### src/rtl/cmd_dispatch.sv
// Command dispatcher: takes one UART command at a time, routes it to a target,
// waits for completion or timeout, and returns a one-byte status over the UART.
module cmd_dispatch #(
  parameter int unsigned NUM_TGT  = 4,
  parameter int unsigned TIMEOUT  = 50000,
  parameter logic [7:0]  ACK_BYTE = 8'hA5,
  parameter logic [7:0]  NAK_BYTE = 8'hEE,
  parameter logic [7:0]  TO_BYTE  = 8'hEF
) (
  input  logic               clk,
  input  logic               rst,
  input  logic               cmd_rdy,
  input  logic [23:0]        cmd,
  output logic               clr_cmd_rdy,
  output logic               trmt,
  output logic [7:0]         tx_data,
  input  logic               tx_done,
  output logic [NUM_TGT-1:0] tgt_vld,
  output logic [3:0]         tgt_op,
  output logic [15:0]        tgt_data,
  input  logic [NUM_TGT-1:0] tgt_ack,
  input  logic [NUM_TGT-1:0] tgt_err,
  output logic               busy,
  output logic [7:0]         cmd_cnt,
  output logic [7:0]         nak_cnt
);

  localparam int unsigned CNT_W = $clog2(TIMEOUT);
  localparam logic [CNT_W-1:0] CNT_LAST = CNT_W'(TIMEOUT - 1);

  typedef enum logic [2:0] {
    IDLE    = 3'd0,
    LATCH   = 3'd1,
    ISSUE   = 3'd2,
    RESP    = 3'd3,
    WAIT_TX = 3'd4
  } state_t;

  state_t             state;
  state_t             state_d;
  logic [23:0]        cmd_q;
  logic [3:0]         idx;
  logic               idx_ok;
  logic [NUM_TGT-1:0] sel;
  logic               hit_ack;
  logic               hit_err;
  logic [CNT_W-1:0]   cnt;
  logic               cnt_last;
  logic               tx_done_q;
  logic               tx_rise;
  logic [7:0]         tx_data_d;
  logic               resp_is_nak;

  assign idx         = cmd_q[23:20];
  assign idx_ok      = (32'(idx) < NUM_TGT);
  assign hit_ack     = |(tgt_ack & sel);
  assign hit_err     = |(tgt_err & sel);
  assign cnt_last    = (cnt == CNT_LAST);
  assign tx_rise     = tx_done & ~tx_done_q;
  assign resp_is_nak = (tx_data == NAK_BYTE) || (tx_data == TO_BYTE);
  assign tgt_op      = cmd_q[19:16];
  assign tgt_data    = cmd_q[15:0];

  // One-hot decode of the latched target index; out-of-range index selects nothing.
  always_comb begin
    sel = '0;
    for (int unsigned i = 0; i < NUM_TGT; i++) begin
      sel[i] = (32'(idx) == i);
    end
  end

  // State register.
  always_ff @(posedge clk) begin
    if (rst) begin
      state <= IDLE;
    end else begin
      state <= state_d;
    end
  end

  // Next state and the response byte chosen on the way into RESP.
  always_comb begin
    state_d   = state;
    tx_data_d = tx_data;
    case (state)
      IDLE: begin
        if (cmd_rdy) begin
          state_d = LATCH;
        end
      end
      LATCH: begin
        if (idx_ok) begin
          state_d = ISSUE;
        end else begin
          state_d   = RESP;
          tx_data_d = NAK_BYTE;
        end
      end
      ISSUE: begin
        // Error outranks ack, and any completion outranks the timeout.
        if (hit_err) begin
          state_d   = RESP;
          tx_data_d = NAK_BYTE;
        end else if (hit_ack) begin
          state_d   = RESP;
          tx_data_d = ACK_BYTE;
        end else if (cnt_last) begin
          state_d   = RESP;
          tx_data_d = TO_BYTE;
        end
      end
      RESP: begin
        state_d = WAIT_TX;
      end
      WAIT_TX: begin
        if (tx_rise) begin
          state_d = IDLE;
        end
      end
      default: begin
        state_d = IDLE;
      end
    endcase
  end

  // Command latch: captured only when a command is accepted from IDLE.
  always_ff @(posedge clk) begin
    if (rst) begin
      cmd_q <= '0;
    end else if ((state == IDLE) && cmd_rdy) begin
      cmd_q <= cmd;
    end
  end

  // ISSUE cycle counter; held at zero outside ISSUE so it starts clean on entry.
  always_ff @(posedge clk) begin
    if (rst) begin
      cnt <= '0;
    end else if (state == ISSUE) begin
      cnt <= cnt + CNT_W'(1);
    end else begin
      cnt <= '0;
    end
  end

  // Transmitter done history for rising-edge detection.
  always_ff @(posedge clk) begin
    if (rst) begin
      tx_done_q <= 1'b0;
    end else begin
      tx_done_q <= tx_done;
    end
  end

  // Registered control outputs, decoded from the upcoming state so they align with it.
  always_ff @(posedge clk) begin
    if (rst) begin
      clr_cmd_rdy <= 1'b0;
      trmt        <= 1'b0;
      tgt_vld     <= '0;
      busy        <= 1'b0;
      tx_data     <= '0;
    end else begin
      clr_cmd_rdy <= (state_d == LATCH);
      trmt        <= (state_d == RESP);
      tgt_vld     <= (state_d == ISSUE) ? sel : '0;
      busy        <= (state_d != IDLE);
      tx_data     <= tx_data_d;
    end
  end

  // Completion statistics, updated when the response byte has gone out.
  always_ff @(posedge clk) begin
    if (rst) begin
      cmd_cnt <= '0;
      nak_cnt <= '0;
    end else if ((state == WAIT_TX) && tx_rise) begin
      cmd_cnt <= cmd_cnt + 8'd1;
      if (resp_is_nak && (nak_cnt != 8'hFF)) begin
        nak_cnt <= nak_cnt + 8'd1;
      end
    end
  end

endmodule

### config.mk
export PLATFORM = sky130hd
export DESIGN_NAME = cmd_dispatch
export DESIGN_NICKNAME = d
export VERILOG_FILES = /design/src/rtl/cmd_dispatch.sv
export SDC_FILE = /design/constraint.sdc
export NUM_CORES = 1
export LEC_CHECK = 0
export ABC_AREA = 1
export CAP_MARGIN = 25
export CORE_MARGIN = 5
export CORE_UTILIZATION = 48
export CTS_CLUSTER_DIAMETER = 150
export DETAILED_ROUTE_END_ITERATION = 8
export PLACE_DENSITY = 0.8
export SLEW_MARGIN = 20
export SYNTH_ARGS = -nofsm -noshare
export SYNTH_HDL_FRONTEND = slang
export SYNTH_SLANG_ARGS = --single-unit
### constraint.sdc
create_clock -name clk -period 1.75 [get_ports clk]
set_input_delay 0.175 -clock clk [delete_from_list [all_inputs] [get_ports clk]]
set_output_delay 0.175 -clock clk [all_outputs]
set_load 0.01 [all_outputs]
==> results of run 1 <==
-- final cells by class --
type	count	area share (%)
Clock inverter	6	2.09
Clock buffer	10	3.09
Timing Repair Buffer	95	22.4
Sequential cell	70	33.9
Multi-Input combinational cell	266	32.1
Tap cell	77	2.33
Inverter	45	4.08
-- power groups by stage --
stage | sequential [mW] | clock (mW) | combinational, mW
2_1_floorplan | 1.84 | 0 | 0.548
3_3_place_gp | 1.84 | 0 | 0.833
3_5_place_dp | 1.85 | 0 | 0.851
4_1_cts | 1.81 | 1.43 | 0.855
5_1_grt | 1.83 | 1.51 | 0.933
6_report | 1.81 | 1.39 | 0.844
-- worst max-delay path, stage by stage, from the launching register on --
cell,delay [ps]
sky130_fd_sc_hd__dfxtp_1,390
sky130_fd_sc_hd__ha_1,250
sky130_fd_sc_hd__nand4_2,180
sky130_fd_sc_hd__o21ai_4,260
sky130_fd_sc_hd__inv_2,130
sky130_fd_sc_hd__nand4_1,90
sky130_fd_sc_hd__nand2_1,50
sky130_fd_sc_hd__a21oi_1,130
-- metal layers --
layer,wire length [um],track usage [%]
met1,3170,21.6
met2,3490,31.2
met3,397,4.33
met4,121,7.95
met5,0,0
-- state kept, by name, indices dropped and copies added (netlist names) --
register and count:
cmd_q 24, cnt 16, cmd_cnt 8, nak_cnt 8, tgt_vld 4, state 3
tx_data 3, busy 1, clr_cmd_rdy 1, trmt 1, tx_done_q 1
-- logic make-up after synthesis --
logic type	share of synthesized area, %
other	0.119
xor gates and xnor gates	1.39
buffers and inverters	13.1
and+or+nand+nor	27.7
AOI/OAI and AO/OA	11.8
adders and majority gates	1.20
DFF	44.6
-- what timing repair did --
action,in CTS,in global routing
gates resized for setup,0,1
hold buffers,0,0
setup endpoints to repair,0,2
-- through the flow --
step / hold slack, ps / util (%) / std cells / instance area [sq um] / setup slack [ps]
global placement: 436 / 61.7 / 553 / 3920 / 130
detailed placement: 449 / 61.7 / 553 / 3920 / 49.2
finish: 412 / 65.1 / 569 / 4140 / 190
floorplan: 244 / - / 417 / 3140 / 369
CTS: 403 / 65.1 / 569 / 4130 / 202
global route: 455 / 65.1 / 569 / 4140 / 39.7
-- cells in the mapped netlist, types with 2 or more instances --
| master | count |
|---|---|
| sky130_fd_sc_hd__nand3_1 | 18 |
| sky130_fd_sc_hd__nand3_2 | 3 |
| sky130_fd_sc_hd__inv_1 | 40 |
| sky130_fd_sc_hd__nor3_2 | 2 |
| sky130_fd_sc_hd__buf_4 | 26 |
| sky130_fd_sc_hd__buf_2 | 3 |
| sky130_fd_sc_hd__nor2_4 | 3 |
| sky130_fd_sc_hd__o21ai_0 | 38 |
| sky130_fd_sc_hd__inv_2 | 4 |
| sky130_fd_sc_hd__nor2_2 | 9 |
| sky130_fd_sc_hd__ha_1 | 3 |
| sky130_fd_sc_hd__xor2_1 | 3 |
| sky130_fd_sc_hd__clkbuf_1 | 6 |
| sky130_fd_sc_hd__nand4_1 | 9 |
| sky130_fd_sc_hd__nor3_1 | 5 |
| sky130_fd_sc_hd__nand2_1 | 53 |
| sky130_fd_sc_hd__xnor2_1 | 2 |
| sky130_fd_sc_hd__dfxtp_1 | 70 |
| sky130_fd_sc_hd__nor2_1 | 78 |
| sky130_fd_sc_hd__a21oi_1 | 27 |
-- worst max-delay path by stage --
stage,from,endpoint,slack (ps)
2_1_floorplan,nak_cnt[1],nak_cnt[2],370
3_3_place_gp,tx_done,nak_cnt[5],130
3_5_place_dp,tx_done,cmd_cnt[4],50
4_1_cts,nak_cnt[1],nak_cnt[5],200
5_1_grt,nak_cnt[0],nak_cnt[5],40
6_report,nak_cnt[0],nak_cnt[5],190
==> impl_summary.log, run 1 <==
INFO  metric outcome = completed
INFO  metric multi_input_area = 1330 sq um
INFO  metric fp.dieW = 90.9 um
INFO  metric clock_tree.root_cell = sky130_fd_sc_hd__clkbuf_8
INFO  metric htreeDepth = 3
INFO  metric rows = 29
INFO  metric initial_utilization = 49.5%
INFO  metric tritoncts = yes
INFO  metric worst_clock_skew = 12.7 ps
INFO  metric yosys_warnings = 0
INFO  metric worst-path-max-fanout = 9
INFO  metric p_seq_share = 44.7%
INFO  metric number_of_pins_with_negative_max_slew_slack_in_the_final_report = 0
INFO  metric syn_to_final_growth = 31.7%
INFO  metric routabilityCongestion = 0.804
INFO  metric power.clock.fraction = 34.4%
INFO  metric power.share.combinational = 20.9%
INFO  metric drt-total-wl = 7180 um
INFO  metric antenna_cells = 0
INFO  metric finalCritPeriodShare = 89.2%
INFO  metric fillerInstances = 551
INFO  metric synthDominantAreaCellType = sky130_fd_sc_hd__dfxtp_1
INFO  metric asyncSetResetFlopFracSynth = 0%
INFO  metric net-switching-power = 1.10 mW
INFO  metric final_nets = 526
INFO  metric ys_seq_elements = 70
INFO  metric setup-violations-final = 0
INFO  metric layout_min_cycle_time = 1560 ps
INFO  metric fp.coreArea = 6350 sq um
INFO  metric buffer_ports.inserted = 85
INFO  metric worst-r2r-cell-count = 7
INFO  metric crit-reg2reg-capture = nak_cnt[5]
INFO  metric arrival = 1820 ps
INFO  metric power.switching_fraction = 27.1%
INFO  metric design.die.area = 8260 sq um
INFO  metric max_clock_freq = 641 MHz
INFO  metric synth_sequential_area_ratio = 44.6%
INFO  metric rr_startpoint = nak_cnt[0]
INFO  metric die_h = 90.9 um
INFO  metric cts.repair_timing.setup_buffer_count = 0
INFO  metric final_layout_size_suffix_gt1_share = 11.0%
INFO  metric tritoncts.num_buffers = 9
INFO  metric number_of_global_route_vias_before_repair = 2,762
INFO  metric clkSlewWorstSetupHoldPaths = 80 ps
INFO  metric vias_per_cell = 4.94
INFO  metric post_synth_inst_count = 417
INFO  metric layout.cells.most_common = sky130_fd_sc_hd__clkdlybuf4s50_1
INFO  metric synth.distinct_cells = 35
INFO  metric finalSetupTns = 0 ps
INFO  metric syn-cell-area = 3140 sq um
INFO  metric drt_first_pass_iters = 4
INFO  metric worst_ep_required_time = 2010 ps
INFO  metric gr-total-overflow = 0
INFO  metric worstSetupPathType = reg -> reg
INFO  metric detail_route.iter0.violations = 91
INFO  metric cap_viol_max_count = 0
INFO  metric vias = 2,812
INFO  metric rrSetupSlack = 190 ps
INFO  metric global_route_wire_length_before_repair = 12,600 um
INFO  metric internal_power = 2.95 mW
INFO  metric initial_antenna_violation_count = 0
INFO  metric cts-root-to-sink-buffers = 2
INFO  metric post_detail_place_hpwl = 5460 um
INFO  metric gr-usage-all-layers = 18.2%
INFO  metric hold-path-cell-count = 3
INFO  metric edff_count_synth = 0
INFO  metric critical_path.endpoint_type = flop
INFO  metric worst_skew_pair.late_latency = 340 ps
INFO  metric synth-main-ff-cell = sky130_fd_sc_hd__dfxtp_1
INFO  metric postSynthNetCount = 456
INFO  metric synth_top_area_share = 44.6%
INFO  metric power_density = 978 nW/um^2
INFO  metric hold-path-endpoint = tx_done_q
INFO  metric crit_path_start_kind = flop
INFO  metric syn_avg_cell_area = 7.53 sq um
INFO  metric synthTopCellsByArea = sky130_fd_sc_hd__dfxtp_1 (45%), sky130_fd_sc_hd__nor2_1 (9.3%), sky130_fd_sc_hd__nand2_1 (6.3%), sky130_fd_sc_hd__buf_4 (6.2%), sky130_fd_sc_hd__o21ai_0 (6.1%)
INFO  metric routed_wire_length_per_instance = 12.6 um
INFO  metric max-vdd-ir-drop = 0.000671 V
INFO  metric drc_errors = 0
INFO  metric regArea = 1400 sq um
INFO  metric total_design_power = 4.04 mW
INFO  metric timing.final.hold_violations = 0
INFO  metric worstHoldStart = tx_done
INFO  metric final_cell_mix = sky130_fd_sc_hd__clkdlybuf4s50_1 (85), sky130_fd_sc_hd__nor2_1 (77), sky130_fd_sc_hd__dfxtp_1 (70), sky130_fd_sc_hd__nand2_1 (53), sky130_fd_sc_hd__inv_1 (40)
INFO  metric cellLeakagePower = 1.59 nW
INFO  metric pin_count = 87
INFO  metric grt_start_max_net_pins = 39
INFO  metric min_path_type = in -> reg
INFO  metric rsz_0062_raised_after_global_routing = false
INFO  metric ant_nets = 0
INFO  metric cts_sinks = 70
No activity file was read; power rests on OpenSTA's default activity.
==> run 2: changes to the inputs <==
--- a/config.mk
+++ b/config.mk
@@ -8,10 +8,11 @@
 export ABC_AREA = 1
 export CAP_MARGIN = 25
 export CORE_MARGIN = 5
-export CORE_UTILIZATION = 48
+export CORE_UTILIZATION = 45
+export CTS_BUF_LIST = sky130_fd_sc_hd__clkbuf_8 sky130_fd_sc_hd__clkbuf_16
 export CTS_CLUSTER_DIAMETER = 150
 export DETAILED_ROUTE_END_ITERATION = 8
-export PLACE_DENSITY = 0.8
+export PLACE_DENSITY_LB_ADDON = 0.3
 export SLEW_MARGIN = 20
 export SYNTH_ARGS = -nofsm -noshare
 export SYNTH_HDL_FRONTEND = slang
==> run 2 against run 1 <==
Net effect: sequential share of layout area fell by 0.10 points; core utilization is 4.1 points lower; combinational power about the same; die area grew 5.9%; wire length down 0.99%; critical path type is now reg -> out; first-iteration DRC count rose by 16%; largest power group unchanged; clock skew fell by 2.3 ps; via count decreased by 0.46%.
==> impl_summary.log, run 2 (synthesis results as in run 1) <==
INFO  metric fillerInstances = 619
INFO  metric gr-total-overflow = 0
INFO  metric net-switching-power = 1.09 mW
INFO  metric outcome = completed
INFO  metric antenna_cells = 0
INFO  metric crit_path_start_kind = flop
INFO  metric tritoncts = yes
INFO  metric power_density = 948 nW/um^2
INFO  metric final_layout_size_suffix_gt1_share = 10.6%
INFO  metric vias = 2,799
INFO  metric worst_ep_required_time = 1570 ps
INFO  metric routed_wire_length_per_instance = 12.1 um
INFO  metric cts_sinks = 70
INFO  metric rsz_0062_raised_after_global_routing = false
INFO  metric power.clock.fraction = 32.5%
INFO  metric fp.dieW = 93.5 um
INFO  metric timing.final.hold_violations = 0
INFO  metric syn_to_final_growth = 32.1%
INFO  metric initial_antenna_violation_count = 0
INFO  metric power.switching_fraction = 27.7%
INFO  metric die_h = 93.5 um
INFO  metric finalWorstSetupSlack = 226 ps
INFO  metric p_seq_share = 46.1%
INFO  metric ant_nets = 0
INFO  metric worst_clock_skew = 10.4 ps
INFO  metric worstSetupPathType = reg -> out
INFO  metric min_path_type = in -> reg
INFO  metric max_clock_freq = 656 MHz
INFO  metric post_detail_place_hpwl = 5290 um
INFO  metric critical_path.endpoint_type = output pin
INFO  metric rows = 30
INFO  metric post-place-cells = 571
INFO  metric global_route_wire_length_before_repair = 11,900 um
INFO  metric final_area = 4150 sq um
INFO  metric worst_skew_pair.late_latency = 330 ps
INFO  metric arrival = 1350 ps
INFO  metric worst-path-max-fanout = 6
INFO  metric vias_per_cell = 4.77
INFO  metric cp_max_delay_cell = sky130_fd_sc_hd__clkdlybuf4s50_1
INFO  metric htreeDepth = 3
INFO  metric routabilityCongestion = 0.808
INFO  metric layout_min_cycle_time = 1520 ps
INFO  metric fp.coreArea = 6790 sq um
INFO  metric final_cell_mix = sky130_fd_sc_hd__clkdlybuf4s50_1 (85), sky130_fd_sc_hd__nor2_1 (78), sky130_fd_sc_hd__dfxtp_1 (70), sky130_fd_sc_hd__nand2_1 (53), sky130_fd_sc_hd__inv_1 (41)
INFO  metric number_of_pins_with_negative_max_slew_slack_in_the_final_report = 0
INFO  metric critical_path_depth = 1
INFO  metric cts.repair_timing.setup_buffer_count = 0
INFO  metric worst-r2r-cell-count = 10
INFO  metric cp_slowest_stage_delay = 580 ps
INFO  metric detail_route.iter0.violations = 106
INFO  metric cellLeakagePower = 1.58 nW
INFO  metric drt-total-wl = 7110 um
INFO  metric gr-usage-all-layers = 17.0%
INFO  metric cts_resized = 0
INFO  metric setup-violations-final = 0
INFO  metric dpl-instance-area = 3950 sq um
INFO  metric initial_utilization = 46.2%
INFO  metric largest_reg_flops = 24
INFO  metric clkSlewWorstSetupHoldPaths = 70 ps
INFO  metric final_nets = 525
INFO  metric finalSetupTns = 0 ps
INFO  metric internal_power = 2.84 mW
INFO  metric number_of_global_route_vias_before_repair = 2,638
INFO  metric postCtsHoldBufs = 0
INFO  metric largestRegisters = cmd_q: 24 flops, cnt: 16 flops
INFO  metric cpLargestDelayFamily = buffers and inverters
INFO  metric design.die.area = 8750 sq um
INFO  metric drc_errors = 0
INFO  metric max-vdd-ir-drop = 0.000516 V
INFO  metric power.share.combinational = 21.5%
INFO  metric stdcell_count = 587
INFO  metric cap_viol_max_count = 0
INFO  metric grt_start_max_net_pins = 21
INFO  metric buffer_ports.inserted = 85
INFO  metric clock_tree.root_cell = sky130_fd_sc_hd__clkbuf_8
INFO  metric pin_count = 87
INFO  metric layout.cells.most_common = sky130_fd_sc_hd__clkdlybuf4s50_1
INFO  metric hold-path-cell-count = 3
INFO  metric drt_first_pass_iters = 4
INFO  metric tritoncts.num_buffers = 9
INFO  metric critical_path_buf_inv_count = 1
INFO  metric top_register = cmd_q
INFO  metric sequence_of_cells_on_the_critical_path = clkdlybuf4s50_1
INFO  metric cts-root-to-sink-buffers = 2
INFO  metric finalCritPeriodShare = 87.1%
INFO  metric place_ws = 70.4 ps
==> run 2: worst paths after layout <==
| check | start | slack (ps) | endpoint |
|---|---|---|---|
| max | nak_cnt[2] | 230 | nak_cnt[2] |
| min | tx_done | 410 | tx_done_q |
| max reg2reg | cnt[0] | 230 | tgt_vld[0] |
| min reg2reg | cnt[0] | 440 | cnt[0] |
==> run 2: final cells by class <==
class | instances | area [sq um] | share of cell area, %
well taps | 96 | 120 | 2.90
multi-input cells | 266 | 1330 | 32.0
flip-flops and latches | 70 | 1400 | 33.8
clock buffers | 10 | 138 | 3.32
repair buffers | 94 | 931 | 22.4
clock inverters | 6 | 62.6 | 1.51
inverters | 45 | 169 | 4.07
==> run 2: layer usage <==
metal	part of all wire, %	vias up	GRT usage [%]
met5	0	-	0
met4	1.3	0	8.06
met3	6.0	8	3.94
met2	47	76	27.7
met1	46	1269	21.1
li1	-	1446	-
==> run 2: worst register-to-register path: stages, from the launching register on <==
cell	delay [ps]
sky130_fd_sc_hd__dfxtp_1	350
sky130_fd_sc_hd__ha_1	170
sky130_fd_sc_hd__nand2_1	70
sky130_fd_sc_hd__nor2_1	200
sky130_fd_sc_hd__nand3_1	110
sky130_fd_sc_hd__nor2_1	130
sky130_fd_sc_hd__nor2_1	60
sky130_fd_sc_hd__nand3_2	90
sky130_fd_sc_hd__nand2_4	80
sky130_fd_sc_hd__nand3_2	110
sky130_fd_sc_hd__nor2_1	50
==> run 2: through the flow <==
step	util (%)	hold WS, ps	power, mW
final	61.0	413	3.93
after detailed placement	58.1	434	2.70
after CTS	61.0	398	3.99
after global placement	58.1	431	2.68
after floorplan	-	244	2.39
after global routing	61.0	434	4.15
==> run 2: power groups by stage <==
stage                     Sequential (mW)  Clock, mW  Combinational, mW
after floorplan                      1.84          0              0.548
after global placement               1.84          0              0.842
after detailed placement             1.85          0              0.853
after CTS                            1.81       1.32              0.858
after global routing                 1.83       1.39              0.931
final                                1.81       1.28              0.845
==> run 3: changes to the inputs <==
--- a/config.mk
+++ b/config.mk
@@ -8,7 +8,7 @@
 export ABC_AREA = 1
 export CAP_MARGIN = 25
 export CORE_MARGIN = 5
-export CORE_UTILIZATION = 45
+export CORE_UTILIZATION = 48
 export CTS_BUF_LIST = sky130_fd_sc_hd__clkbuf_8 sky130_fd_sc_hd__clkbuf_16
 export CTS_CLUSTER_DIAMETER = 150
 export DETAILED_ROUTE_END_ITERATION = 8
==> run 3 against run 2 <==
Net effect: flip-flop and latch count did not move; core utilization increased by 4.5 points; cell area up 0.33%; non-clock buffer count stayed put; count of clock-buffer cells in the layout did not move.
==> impl_summary.log, run 3 (synthesis results as in run 1) <==
INFO  metric number_of_global_route_vias_before_repair = 2,631
INFO  metric hold-path-endpoint = tx_done_q
INFO  metric length_of_routed_met3_wiring = 438 um
INFO  metric cpLargestDelayFamily = buffers and inverters
INFO  metric global_route_wire_length_before_repair = 12,000 um
INFO  metric rsz_0062_raised_after_global_routing = false
INFO  metric final_area = 4160 sq um
INFO  metric gr-total-overflow = 0
INFO  metric dpl-instance-area = 3910 sq um
INFO  metric routed_wire_length_per_instance = 12.5 um
INFO  metric layout_min_cycle_time = 1550 ps
INFO  metric worst_clock_skew = 9.36 ps
INFO  metric tritoncts.num_buffers = 9
INFO  metric worst_hold_slack = 416 ps
INFO  metric worst-path-max-fanout = 5
INFO  metric gr-usage-all-layers = 17.6%
INFO  metric finalWorstSetupSlack = 203 ps
INFO  metric routabilityCongestion = 0.818
INFO  metric fillerInstances = 532
INFO  metric final_layout_size_suffix_gt1_share = 10.8%
INFO  metric min_path_type = in -> reg
INFO  metric design.die.area = 8260 sq um
INFO  metric worstSetupPathType = reg -> out
INFO  metric fin_util = 65.5%
INFO  metric critical_path.endpoint_type = output pin
INFO  metric wl_met2 = 3400 um
INFO  metric p_seq_share = 42.9%
INFO  metric antenna_cells = 0
INFO  metric setup-violations-final = 0
INFO  metric final_nets = 525
INFO  metric initial_antenna_violation_count = 0
INFO  metric power.clock.fraction = 37.3%
INFO  metric top_register = cmd_q
INFO  metric multi_input_area = 1330 sq um
INFO  metric post-place-cells = 552
INFO  metric net-switching-power = 1.10 mW
INFO  metric place_ws = 63.6 ps
INFO  metric layout.cells.most_common = sky130_fd_sc_hd__clkdlybuf4s50_1
INFO  metric finalSetupTns = 0 ps
INFO  metric power_density = 1010 nW/um^2
INFO  metric die_h = 90.9 um
INFO  metric total_design_power = 4.22 mW
INFO  metric clkSlewWorstSetupHoldPaths = 70 ps
INFO  metric rr_startpoint = cnt[0]
INFO  metric worst_skew_pair.late_latency = 340 ps
INFO  metric cellLeakagePower = 1.60 nW
INFO  metric rrSetupSlack = 220 ps
INFO  metric tritoncts = yes
INFO  metric cts_sinks = 70
INFO  metric cap_viol_max_count = 0
INFO  metric htreeDepth = 3
INFO  metric internal_power = 3.12 mW
INFO  metric final_cell_mix = sky130_fd_sc_hd__clkdlybuf4s50_1 (85), sky130_fd_sc_hd__nor2_1 (77), sky130_fd_sc_hd__dfxtp_1 (70), sky130_fd_sc_hd__nand2_1 (53), sky130_fd_sc_hd__inv_1 (41)
INFO  metric power.switching_fraction = 26.0%
INFO  metric sequence_of_cells_on_the_critical_path = clkdlybuf4s50_1
INFO  metric buffer_ports.inserted = 85
INFO  metric worst-r2r-cell-count = 8
INFO  metric grt_start_max_net_pins = 23
INFO  metric number_of_pins_with_negative_max_slew_slack_in_the_final_report = 0
INFO  metric vias_per_cell = 4.90
INFO  metric worstHoldStart = tx_done
INFO  metric timing.final.hold_violations = 0
INFO  metric finalCritPeriodShare = 88.4%
INFO  metric critical_path_buf_inv_count = 1
INFO  metric drc_errors = 0
INFO  metric post_detail_place_hpwl = 5330 um
INFO  metric largestRegisters = cmd_q: 24 flops, cnt: 16 flops
INFO  metric detail_route.iter0.violations = 129
INFO  metric crit_path_start_kind = flop
INFO  metric crit-reg2reg-capture = cnt[14]
INFO  metric power.share.combinational = 19.8%
INFO  metric pin_count = 87
INFO  metric vias = 2,785
INFO  metric fp.dieW = 90.9 um
INFO  metric met1_wire_length = 3200 um
INFO  metric cp_slowest_stage_delay = 590 ps
INFO  metric outcome = completed
INFO  metric max-vdd-ir-drop = 0.000659 V
INFO  metric drt_first_pass_iters = 4
INFO  metric ant_nets = 0
INFO  metric worst_ep_required_time = 1570 ps
INFO  metric initial_utilization = 49.5%
INFO  metric routed.top_layer = met4
INFO  metric cp_max_delay_cell = sky130_fd_sc_hd__clkdlybuf4s50_1
INFO  metric cts-root-to-sink-buffers = 2
INFO  metric regArea = 1400 sq um
INFO  metric largest_reg_flops = 24
INFO  metric drt-total-wl = 7130 um
INFO  metric rows = 29
INFO  metric syn_to_final_growth = 32.5%
INFO  metric hold-path-cell-count = 3
INFO  metric fp.coreArea = 6350 sq um
INFO  metric cts.repair_timing.setup_buffer_count = 0
INFO  metric arrival = 1370 ps
INFO  metric clock_tree.root_cell = sky130_fd_sc_hd__clkbuf_8
INFO  metric stdcell_count = 568
INFO  metric max_clock_freq = 647 MHz
==> run 3: layout make-up <==
cell class / count / area share (%)
clock buffers: 10 / 3.31
clock inverters: 6 / 2.65
inverters: 45 / 4.06
multi-input cells: 266 / 31.9
flip-flops and latches: 70 / 33.7
well taps: 77 / 2.32
repair buffers: 94 / 22.1
==> run 3: worst max path at each step <==
| stage | start | to | slack (ps) | cells after the start |
|---|---|---|---|---|
| after floorplan | nak_cnt[1] | nak_cnt[2] | 370 | 6 |
| after global placement | tx_done | nak_cnt[5] | 120 | 10 |
| after detailed placement | tx_done | nak_cnt[5] | 60 | 10 |
| after CTS | tx_data[6] | tx_data[1] | 170 | 1 |
| after global routing | cnt[0] | cnt[14] | 50 | 8 |
| final | tx_data[6] | tx_data[1] | 200 | 1 |
==> run 3: what timing repair did <==
action	in CTS	in global routing
setup endpoints to repair	0	1
resized for setup	0	1
hold buffers	0	0
endpoints found under the hold margin	0	0
==> run 3: routing by layer <==
metal	track usage, %	vias to the layer above
met5	0	-
met4	6.23	0
met3	5.67	7
met2	29.0	74
met1	21.5	1255
li1	-	1449
==> run 3: power by group through the flow <==
stage               combinational [mW]  sequential (mW)  clock (mW)
finish                           0.833             1.81        1.57
detailed placement               0.837             1.85           0
global placement                 0.825             1.84           0
global route                     0.926             1.83        1.68
CTS                              0.842             1.81        1.60
floorplan                        0.548             1.84           0
==> run 3: tightest hold or removal path: stages <==
cell,delay (ps)
sky130_fd_sc_hd__clkdlybuf4s50_1,400
sky130_fd_sc_hd__inv_1,90
sky130_fd_sc_hd__nor2_1,50
